--- src/rtl/mem_port_mux.sv ---
// mem_port_mux: serves one granted requester port at a time onto a single
// memory port, returning a one-cycle ack plus read data to that port.
//
// Optional build macro: MEM_PORT_MUX_TIMEOUT_EN. When defined, a BUSY-cycle
// counter aborts a transaction after TIMEOUT_CYCLES cycles without mem_ack.
// The abort is reported as port_ack with port_err=1 and port_rdata=0.
//
// Ports
//   clk, reset        : clock (rising edge); asynchronous active-high reset
//   gnt               : one-hot grant from the arbiter. If several bits are set,
//                       the lowest set bit wins.
//   port_wr/addr/wdata: per-port request fields. Port i sits at [i*W +: W].
//   port_ack          : one-cycle completion pulse to the served port
//   port_err          : qualifies port_ack. 1 means the transaction was aborted.
//   port_rdata        : completion read data, held until the next completion
//   mem_req/wr/addr/wdata : registered memory request, held through BUSY
//   mem_ack, mem_rdata: memory completion strobe and read data
module mem_port_mux #(
  parameter int unsigned PORTS_NUM      = 4,
  parameter int unsigned ADDR_W         = 16,
  parameter int unsigned DATA_W         = 16,
  parameter int unsigned TIMEOUT_CYCLES = 255
) (
  input  logic                        clk,
  input  logic                        reset,
  input  logic [PORTS_NUM-1:0]        gnt,
  input  logic [PORTS_NUM-1:0]        port_wr,
  input  logic [PORTS_NUM*ADDR_W-1:0] port_addr,
  input  logic [PORTS_NUM*DATA_W-1:0] port_wdata,
  output logic [PORTS_NUM-1:0]        port_ack,
  output logic                        port_err,
  output logic [DATA_W-1:0]           port_rdata,
  output logic                        mem_req,
  output logic                        mem_wr,
  output logic [ADDR_W-1:0]           mem_addr,
  output logic [DATA_W-1:0]           mem_wdata,
  input  logic                        mem_ack,
  input  logic [DATA_W-1:0]           mem_rdata
);

  localparam int unsigned IDX_W = $clog2(PORTS_NUM);

  typedef enum logic [1:0] {IDLE, BUSY, DONE} state_e;

  state_e                 state_q, state_d;
  logic                   mem_req_q, mem_req_d;
  logic                   mem_wr_q, mem_wr_d;
  logic [ADDR_W-1:0]      mem_addr_q, mem_addr_d;
  logic [DATA_W-1:0]      mem_wdata_q, mem_wdata_d;
  logic [IDX_W-1:0]       idx_q, idx_d;
  logic [PORTS_NUM-1:0]   port_ack_q, port_ack_d;
  logic [DATA_W-1:0]      port_rdata_q, port_rdata_d;

  logic                   sel_any;
  logic [IDX_W-1:0]       sel_idx;
  logic                   sel_wr;
  logic [ADDR_W-1:0]      sel_addr;
  logic [DATA_W-1:0]      sel_wdata;

`ifdef MEM_PORT_MUX_TIMEOUT_EN
  localparam int unsigned CNT_W = $clog2(TIMEOUT_CYCLES + 1);
  logic [CNT_W-1:0]       cnt_q, cnt_d;
  logic                   port_err_q, port_err_d;
`endif

  // Lowest-index grant select: scan downward so the lowest set bit wins.
  always_comb begin
    sel_any   = |gnt;
    sel_idx   = '0;
    sel_wr    = 1'b0;
    sel_addr  = '0;
    sel_wdata = '0;
    for (int i = PORTS_NUM - 1; i >= 0; i--) begin
      if (gnt[i]) begin
        sel_idx   = IDX_W'(i);
        sel_wr    = port_wr[i];
        sel_addr  = port_addr[i*ADDR_W +: ADDR_W];
        sel_wdata = port_wdata[i*DATA_W +: DATA_W];
      end
    end
  end

  // Next state and registered outputs.
  always_comb begin
    state_d      = state_q;
    mem_req_d    = mem_req_q;
    mem_wr_d     = mem_wr_q;
    mem_addr_d   = mem_addr_q;
    mem_wdata_d  = mem_wdata_q;
    idx_d        = idx_q;
    port_ack_d   = '0;
    port_rdata_d = port_rdata_q;
`ifdef MEM_PORT_MUX_TIMEOUT_EN
    cnt_d        = cnt_q;
    port_err_d   = 1'b0;
`endif
    case (state_q)
      IDLE: begin
        if (sel_any) begin
          state_d     = BUSY;
          mem_req_d   = 1'b1;
          mem_wr_d    = sel_wr;
          mem_addr_d  = sel_addr;
          mem_wdata_d = sel_wdata;
          idx_d       = sel_idx;
`ifdef MEM_PORT_MUX_TIMEOUT_EN
          cnt_d       = '0;
`endif
        end
      end
      BUSY: begin
        // mem_ack wins over a timeout that expires in the same cycle.
        if (mem_ack) begin
          state_d      = DONE;
          mem_req_d    = 1'b0;
          port_ack_d   = PORTS_NUM'(1) << idx_q;
          port_rdata_d = mem_wr_q ? '0 : mem_rdata;
        end
`ifdef MEM_PORT_MUX_TIMEOUT_EN
        else if (cnt_q == CNT_W'(TIMEOUT_CYCLES - 1)) begin
          state_d      = DONE;
          mem_req_d    = 1'b0;
          port_ack_d   = PORTS_NUM'(1) << idx_q;
          port_rdata_d = '0;
          port_err_d   = 1'b1;
        end else begin
          cnt_d = cnt_q + CNT_W'(1);
        end
`endif
      end
      DONE:    state_d = IDLE;
      default: state_d = IDLE;
    endcase
  end

  // State and output registers.
  always_ff @(posedge clk or posedge reset) begin
    if (reset) begin
      state_q      <= IDLE;
      mem_req_q    <= 1'b0;
      mem_wr_q     <= 1'b0;
      mem_addr_q   <= '0;
      mem_wdata_q  <= '0;
      idx_q        <= '0;
      port_ack_q   <= '0;
      port_rdata_q <= '0;
    end else begin
      state_q      <= state_d;
      mem_req_q    <= mem_req_d;
      mem_wr_q     <= mem_wr_d;
      mem_addr_q   <= mem_addr_d;
      mem_wdata_q  <= mem_wdata_d;
      idx_q        <= idx_d;
      port_ack_q   <= port_ack_d;
      port_rdata_q <= port_rdata_d;
    end
  end

`ifdef MEM_PORT_MUX_TIMEOUT_EN
  // BUSY-cycle watchdog counter and abort flag.
  always_ff @(posedge clk or posedge reset) begin
    if (reset) begin
      cnt_q      <= '0;
      port_err_q <= 1'b0;
    end else begin
      cnt_q      <= cnt_d;
      port_err_q <= port_err_d;
    end
  end
  assign port_err = port_err_q;
`else
  assign port_err = 1'b0;
`endif

  assign port_ack   = port_ack_q;
  assign port_rdata = port_rdata_q;
  assign mem_req    = mem_req_q;
  assign mem_wr     = mem_wr_q;
  assign mem_addr   = mem_addr_q;
  assign mem_wdata  = mem_wdata_q;

endmodule

--- config.mk ---
export PLATFORM = sky130hd
export DESIGN_NAME = mem_port_mux
export DESIGN_NICKNAME = d
export VERILOG_FILES = /design/src/rtl/mem_port_mux.sv
export SDC_FILE = /design/constraint.sdc
export NUM_CORES = 1
export LEC_CHECK = 0
export BUFFER_PORTS_ARGS = -buffer_cell sky130_fd_sc_hd__buf_2
export CORE_MARGIN = 8
export CORE_UTILIZATION = 37
export CTS_CLUSTER_SIZE = 14
export DETAILED_ROUTE_END_ITERATION = 10
export GPL_TIMING_DRIVEN = 1
export PLACE_DENSITY = 0.77
export SLEW_MARGIN = 25
export SYNTH_ARGS = -nofsm -noshare
export SYNTH_HDL_FRONTEND = slang
export SYNTH_SLANG_ARGS = --single-unit
--- constraint.sdc ---
create_clock -name clk -period 1.7 [get_ports clk]
set_input_delay 0.255 -clock clk [delete_from_list [all_inputs] [get_ports clk]]
set_output_delay 0.255 -clock clk [all_outputs]
set_load 0.02 [all_outputs]
Word-level counts from Yosys, hierarchy flattened
Index checks and enable logic that the tools add are counted.
Word-level totals
  register bits after elaboration: 58
  output and inout bits: 55
  logic and storage cells: 44
  bits of input ports: 155
Operators by class
  shifts and indexed selects: 1
  muxes and demuxes: 25
  reductions and logical operators: 7
  equal/unequal tests: 3
Operators with widths (count)
  16-bit 2-to-1 mux: 9
  2-bit 2-to-1 mux: 6
  4-bit 2-to-1 mux: 2
  1-bit 2-to-1 mux: 6
  2-bit AND reduction: 3
  2-bit inequality test, second input constant: 2
  2-bit case mux with 2 select lines: 1
  4-bit OR reduction: 1
  1-bit by 2-bit << shifter with 4-bit output, first input constant: 1
  3-bit AND reduction: 1
  2-bit by 1-bit == test with 1-bit output, second input constant: 1
  2-bit zero test: 1
  1-bit case mux with 2 select lines: 1
  2-bit nonzero test: 1

Longest topological paths before layout
Gate-level depths: netlist of the first run.
  depth in word-level cells: 4
  gate-level depth with buffers: 6
  gate-level depth less buffers: 3

Least setup slack after synthesis of the first run
Ideal clock, no wire load.
  path type: flip-flop to flip-flop
  start: register state_q[0]
  end: register mem_addr_q[14], in the netlist mem_addr[14]
  setup time: 129 ps
  period minus slack after synthesis: 1259 ps
  cell stages (with the launch flop): 6
  path buffers: 2
  data arrival time: 1130 ps
  slack: 441 ps
  path through: dfrtp_1 or2_1 clkbuf_1 clkbuf_1 o21ai_0 o31ai_1
On the way
  word-level cells in the longest chain between the ends: 2
Ends and longest elaborated chain
  start: declaration: RTL line 45  | state_e state_q, state_d;
  start signal: assignment: RTL line 148  | state_q <= state_d;
  2-bit zero test: RTL line 97  | case (state_q)
  2-bit AND reduction (no source line)
  end signal: assignment: RTL line 151  | mem_addr_q <= mem_addr_d;
  end: declaration: RTL line 48  | logic [ADDR_W-1:0] mem_addr_q, mem_addr_d;
No other way between the ends.
A chain may end at the register's enable or synchronous reset.

Worst setup path after layout of the first run
  start: register mem_wr_q, in the netlist mem_wr
  end: output port mem_wr
RTL lines
  start: declaration: RTL line 47  | logic mem_wr_q, mem_wr_d;
  start signal: assignment: RTL line 150  | mem_wr_q <= mem_wr_d;
  end: declaration: RTL line 34  | output logic mem_wr,
No word-level cell between the ends.

==> results of run 1 <==
==> per-stage QoR <==
step / hold WS (ns) / setup WS [ns] / utilization (%)
after detailed placement: 0.286 / 0.336 / 52.7
after global placement: 0.285 / 0.388 / 52.7
after CTS: 0.0962 / 0.252 / 55.2
after global routing: 0.120 / 0.173 / 55.2
final: 0.119 / 0.253 / 55.2
after floorplan: 0.346 / 0.0170 / -
==> report_power, final <==
part	internal, mW	total, mW	switching, mW
logic	1.13	3.02	1.90
clock network	0.645	1.15	0.510
registers	2.00	2.36	0.357
==> cells in the final DEF (no fill, tap or decap) <==
master,synthesis,final
o31ai_1,33,33
nor2b_2,0,1
dfrtp_1,58,58
buf_2,12,208
buf_4,2,12
clkinv_1,1,1
nand2b_1,19,19
o21ai_1,1,1
or2_1,2,2
inv_1,3,2
a221oi_1,33,33
nand3b_1,1,1
conb_1,1,1
clkbuf_8,0,12
o21ai_0,51,51
buf_12,1,3
a22oi_1,1,1
nor4_4,1,1
clkbuf_1,17,2
nor2_1,1,1
and3_1,2,2
clkinv_2,0,2
inv_2,0,1
o21ai_2,1,1
nand2_1,18,18
o22ai_1,33,33
nor3_1,2,2
dlygate4sd3_1,0,1
==> cells by family after synthesis <==
group                  after synthesis  share of synthesized area [%]
flip-flops                          58                           49.2
AND/OR/NAND/NOR                     47                           8.82
other                                1                          0.127
AO/OA/AOI/OAI                      153                           34.6
buffers and inverters               39                           7.29
==> flip-flops by register name (all words and copies together), names as in the netlist <==
signal / cells
idx_q: 2
mem_addr: 16
mem_req: 1
mem_wdata: 16
mem_wr: 1
port_ack: 4
port_rdata: 16
state_q: 2
==> final cells by class <==
type	instances	area, sq um	share of cell area (%)
timing repair buffer	224	1200	28.2
inverter	4	15.0	0.352
tap	102	128	2.99
multi-input combinational	201	1290	30.2
clock inverter	2	10.0	0.235
sequential	58	1450	34.0
clock buffer	14	173	4.05
==> routing by layer <==
metal	share of wire (%)	up-vias	GRT usage, %
met4	1.4	0	7.24
met1	43	1497	24.1
met5	0	-	0
met3	9.6	14	6.33
li1	-	1561	-
met2	46	192	31.5
==> path summary, 6_finish.rpt <==
kind,slack [ns],startpoint,end
setup reg to reg,0.39,state_q[0],mem_wdata[5]
hold reg to reg,0.47,idx_q[1],port_ack[0]
max in group asynchronous,0.66,reset,mem_wdata[10]
hold / removal,0.12,mem_ack,state_q[0]
min in group asynchronous,0.48,reset,mem_addr[12]
setup / recovery,0.25,mem_wr,mem_wr
==> key figures, run 1 <==
Floorplanning
  – Core Box Area: 7730 sq um
  – Die Y: 105 um
  – Starting Density: 38.2%
  – I/O pin count: 210
  – # rows: 32
  – Die ar.: 11100 sq um
  – Die Width: 105 um

STA
  – Fin. Hold Viols: 0
  – TNS Setup: 0 ns
  – Setup Skew: 0.00385 ns
  – Max Fclk: 691 MHz
  – Fin crit share: 85.1%
  – Final setup viols: 0
  – Minimum clock period: 1.45 ns
  – RSZ-0062 raised after global routing: false
  – Final Max Slew Viols: 0

Critical path
  – Setup CP Type: reg2out
  – Buffers & Inverters on Critical Path: 1
  – Worst Path Required: 1.44 ns
  – Crit path max fanout: 18
  – Worst path depth: 1
  – Critical path cell sequence: buf_2
  – R2R depth: 4
  – Setup crit end kind: primary output
  – Slowest CP cell: dfrtp_1
  – Crit path arrival time: 1.19 ns
  – Critical Path Max Stage Delay: 0.62 ns
  – CP top delay family: flip-flops
  – Setup crit start kind: flip-flop

Clock tree
  – Clk buf depth: 2
  – Worst skew pair latency: 0.32 ns
  – Clock sink total: 58
  – Gates resized, CTS repair: 0
  – TritonCTS clock tree: yes
  – Total CTS buffers: 9
  – Setup Fix Bufs, Post-CTS: 0
  – CTS H-tree depth: 3
  – Clock slew at reported path FFs: 0.06 ns
  – # hold bufs at CTS: 1
  – CTS root buffer: clkbuf_8

Routing
  – Vias: 3264
  – DRC: 0
  – DRT iter0 DRCs: 126
  – WL per Instance: 17.9 um
  – Post-route ant nets: 0
  – Via density: 5.40
  – TritonRoute pass-1 iters: 6
  – Total wire length: 10800 um

Synth
  – Average size of a mapped cell: 9.90 sq um
  – Main synth FF type: dfrtp_1
  – Syn nets: 453
  – Synth Instances: 298
  – Synth Register Bits: 58
  – Area of the mapped netlist: 2950 sq um
  – Sequential share of the synthesized area: 49.2%
  – Synth unique cells: 26
  – Synth async-reset ratio: 100%
  – Top post-synthesis cells by area: dfrtp_1 (49%), a221oi_1 (9.8%), o21ai_0 (8.7%)
  – EDFF count, synth: 0
  – Yosys warns: 0
  – Most frequent cell after synthesis: dfrtp_1
  – Post-synth top area cell: dfrtp_1
  – Yosys top cell area share: 49.2%
  – Commonest cells in the netlist: dfrtp_1 (58), o21ai_0 (51), a221oi_1 (33), o22ai_1 (33), o31ai_1 (33)

Finish
  – Share of cells above drive strength 1: 47.9%
  – Fillers: 727
  – Syn-to-layout area delta: 44.5%
  – Final net count: 653
  – Final instance area: 4260 sq um
  – ANT cells: 0
  – Finished Layout Cells: 605

GRT
  – Initial antenna violation count: 0
  – Largest net degree at the start of global routing: 40
  – Vias in the first global route: 3647
  – Global route total overflow: 0
  – Global-route wire length before repair: 18000 um
  – GRT Overall Usage: 19.6%

Job
  – Max-Cap Viols: 0

Placed design
  – Placed Cells incl. Taps: 588
  – IO buf count: 208
  – RD Place Congestion: 0.775
  – Post-detail-place hpwl: 8430 um
  – DP Area: 4070 sq um

Power
  – Design Power: 6.53 mW
  – Pwr dens: 1530 nW/um^2
  – VDD IR max: 0.704 mV
  – Leak pwr: 2.13 nW

Min path
  – Worst Hold Depth: 2
  – Hold WC Path Type: in2reg

Outcome
  – Outcome: complete, no violations
No activity file was read; power rests on OpenSTA's default activity.
==> inputs of run 2 (changes only) <==
- CTS_BUF_LIST: not set -> sky130_fd_sc_hd__clkbuf_4 sky130_fd_sc_hd__clkbuf_8 sky130_fd_sc_hd__clkbuf_16
==> run 2 against run 1 <==
  * Combinational power is essentially flat
  * Global-route usage grew 0.10 points
  * Critical path depth is the same
  * Sequential power is essentially flat
  * Clock skew shrank 0.00088 ns
  * Sequential share of layout area shrank 0.060 points
  * Non-clock buffer count is the same
  * Core utilization grew 0.097 points
  * Critical path type unchanged
  * Critical endpoint unchanged
  * Largest cell class unchanged
  * Highest routed layer unchanged
==> key figures, run 2 (same netlist as run 1, synthesis figures left out) <==
Finish
  – Share of cells above drive strength 1: 48.3% (+0.40 points)
  – Reg area: 1450 sq um (unchanged)
  – Syn-to-layout area delta: 44.8%
  – Area of the multi-input gates: 1290 sq um (unchanged)
  – ANT cells: 0 (unchanged)
  – Most frequent cells in the layout: buf_2 (208), dfrtp_1 (58), o21ai_0 (51)
  – Final net count: 653 (unchanged)
  – Leading cell type in the layout, fill and taps excluded: buf_2
  – Fillers: 730 (+0.41%)
  – Final Core Density: 55.3% (+0.097 points)

Routing
  – DRC: 0 (unchanged)
  – Via density: 5.35 (-0.89%)
  – DRT iter0 DRCs: 122 (-3.2%)
  – Vias: 3235 (-0.89%)
  – WL per Instance: 18.0 um (+0.51%)
  – Total wire length: 10900 um (+0.51%)
  – Post-route ant nets: 0 (unchanged)
  – TritonRoute pass-1 iters: 4 (-2)

Clock tree
  – Worst skew pair latency: 0.32 ns (about the same)
  – CTS root buffer: clkbuf_8
  – Clock slew at reported path FFs: 0.06 ns (about the same)
  – Clock sink total: 58 (unchanged)
  – Total CTS buffers: 9 (unchanged)
  – CTS H-tree depth: 3 (unchanged)
  – TritonCTS clock tree: yes
  – Clk buf depth: 2 (unchanged)
  – Gates resized, CTS repair: 0 (unchanged)
  – Setup Fix Bufs, Post-CTS: 0 (unchanged)

GRT
  – Vias in the first global route: 3656 (+0.25%)
  – Largest net degree at the start of global routing: 40 (unchanged)
  – Global-route wire length before repair: 18000 um (+0.15%)
  – Initial antenna violation count: 0 (unchanged)
  – GRT Overall Usage: 19.7% (+0.10 points)
  – Global route total overflow: 0 (unchanged)

Critical path
  – Critical path cell sequence: buf_2
  – Setup crit start kind: flip-flop
  – Setup CP Type: reg2out
  – CP top delay family: flip-flops
  – Slowest CP cell: dfrtp_1
  – Buffers & Inverters on Critical Path: 1 (unchanged)
  – Crit path arrival time: 1.19 ns (about the same)
  – Critical Path Max Stage Delay: 0.61 ns (about the same)
  – Setup crit end kind: primary output
  – Crit path max fanout: 18 (unchanged)
  – Worst Path Required: 1.44 ns (about the same)

Power
  – VDD IR max: 0.706 mV (+0.28%)
  – Leak pwr: 2.14 nW (+0.32%)
  – Design Power: 6.57 mW (+0.52%)
  – Pwr dens: 1540 nW/um^2 (+0.34%)

Floorplanning
  – Core Box Area: 7730 sq um (unchanged)
  – Die Y: 105 um (unchanged)
  – Die ar.: 11100 sq um (unchanged)
  – Starting Density: 38.2% (unchanged)
  – I/O pin count: 210 (unchanged)
  – Die Width: 105 um (unchanged)
  – # rows: 32 (unchanged)

STA
  – Fin. Hold Viols: 0 (unchanged)
  – Minimum clock period: 1.44 ns (-0.00355 ns)
  – RSZ-0062 raised after global routing: false
  – Final setup viols: 0 (unchanged)
  – Max Fclk: 693 MHz (+0.25%)
  – Fin crit share: 84.9% (-0.21 points)
  – TNS Setup: 0 ns (unchanged)
  – Final Max Slew Viols: 0 (unchanged)
  – Setup Skew: 0.00296 ns (-0.000884 ns)

Placed design
  – IO buf count: 208 (unchanged)
  – RD Place Congestion: 0.775 (unchanged)
  – Post-detail-place hpwl: 8430 um (unchanged)

Job
  – Max-Cap Viols: 0 (unchanged)

Outcome
  – Outcome: complete, no violations

Min path
  – Hold WC Path Type: in2reg
==> run 2: repair_timing <==
action / in CTS / in global routing
hold buffers: 1 / 0
hold endpoints to repair: 19 / 0
setup endpoints to repair: 0 / 0
==> run 2: per-stage QoR <==
step	cells	worst slack [ns]	hold WS [ns]	instance area (sq um)
after floorplan	298	0.0170	0.346	2950
after global placement	588	0.388	0.285	4070
after detailed placement	588	0.336	0.286	4070
after CTS	605	0.249	0.0931	4270
after global routing	605	0.163	0.110	4270
final	605	0.256	0.119	4270
==> run 2: final timing paths <==
kind / from / endpoint / slack [ns] / cells after the start
worst max-delay path: mem_wr / mem_wr / 0.26 / 1
worst min-delay path: mem_ack / state_q[0] / 0.12 / 2
worst max register to register: state_q[0] / mem_wdata[5] / 0.39 / 4
worst min register to register: idx_q[1] / port_ack[0] / 0.46 / 1
max in group asynchronous: reset / mem_wdata[10] / 0.66 / 4
min in group asynchronous: reset / mem_addr[12] / 0.49 / 3
==> run 2: area by class of cell <==
type / instances / share of cell area, %
repair buffers: 224 / 28.1
clock buffers: 14 / 4.22
flip-flops and latches: 58 / 34.0
multi-input cells: 201 / 30.1
well taps: 102 / 2.99
inverters: 4 / 0.351
clock inverters: 2 / 0.234
==> run 2: layer usage <==
metal | global-route usage (%) | wire [um] | up-vias
li1 | - | - | 1560
met1 | 24.0 | 4680 | 1489
met2 | 31.6 | 5050 | 174
met3 | 7.06 | 1030 | 12
met4 | 6.93 | 144 | 0
met5 | 0 | 0 | -
==> run 2: power breakdown <==
| part | internal (mW) | switching (mW) |
|---|---|---|
| Clock | 0.677 | 0.511 |
| Combinational | 1.13 | 1.90 |
| Sequential | 2.00 | 0.357 |
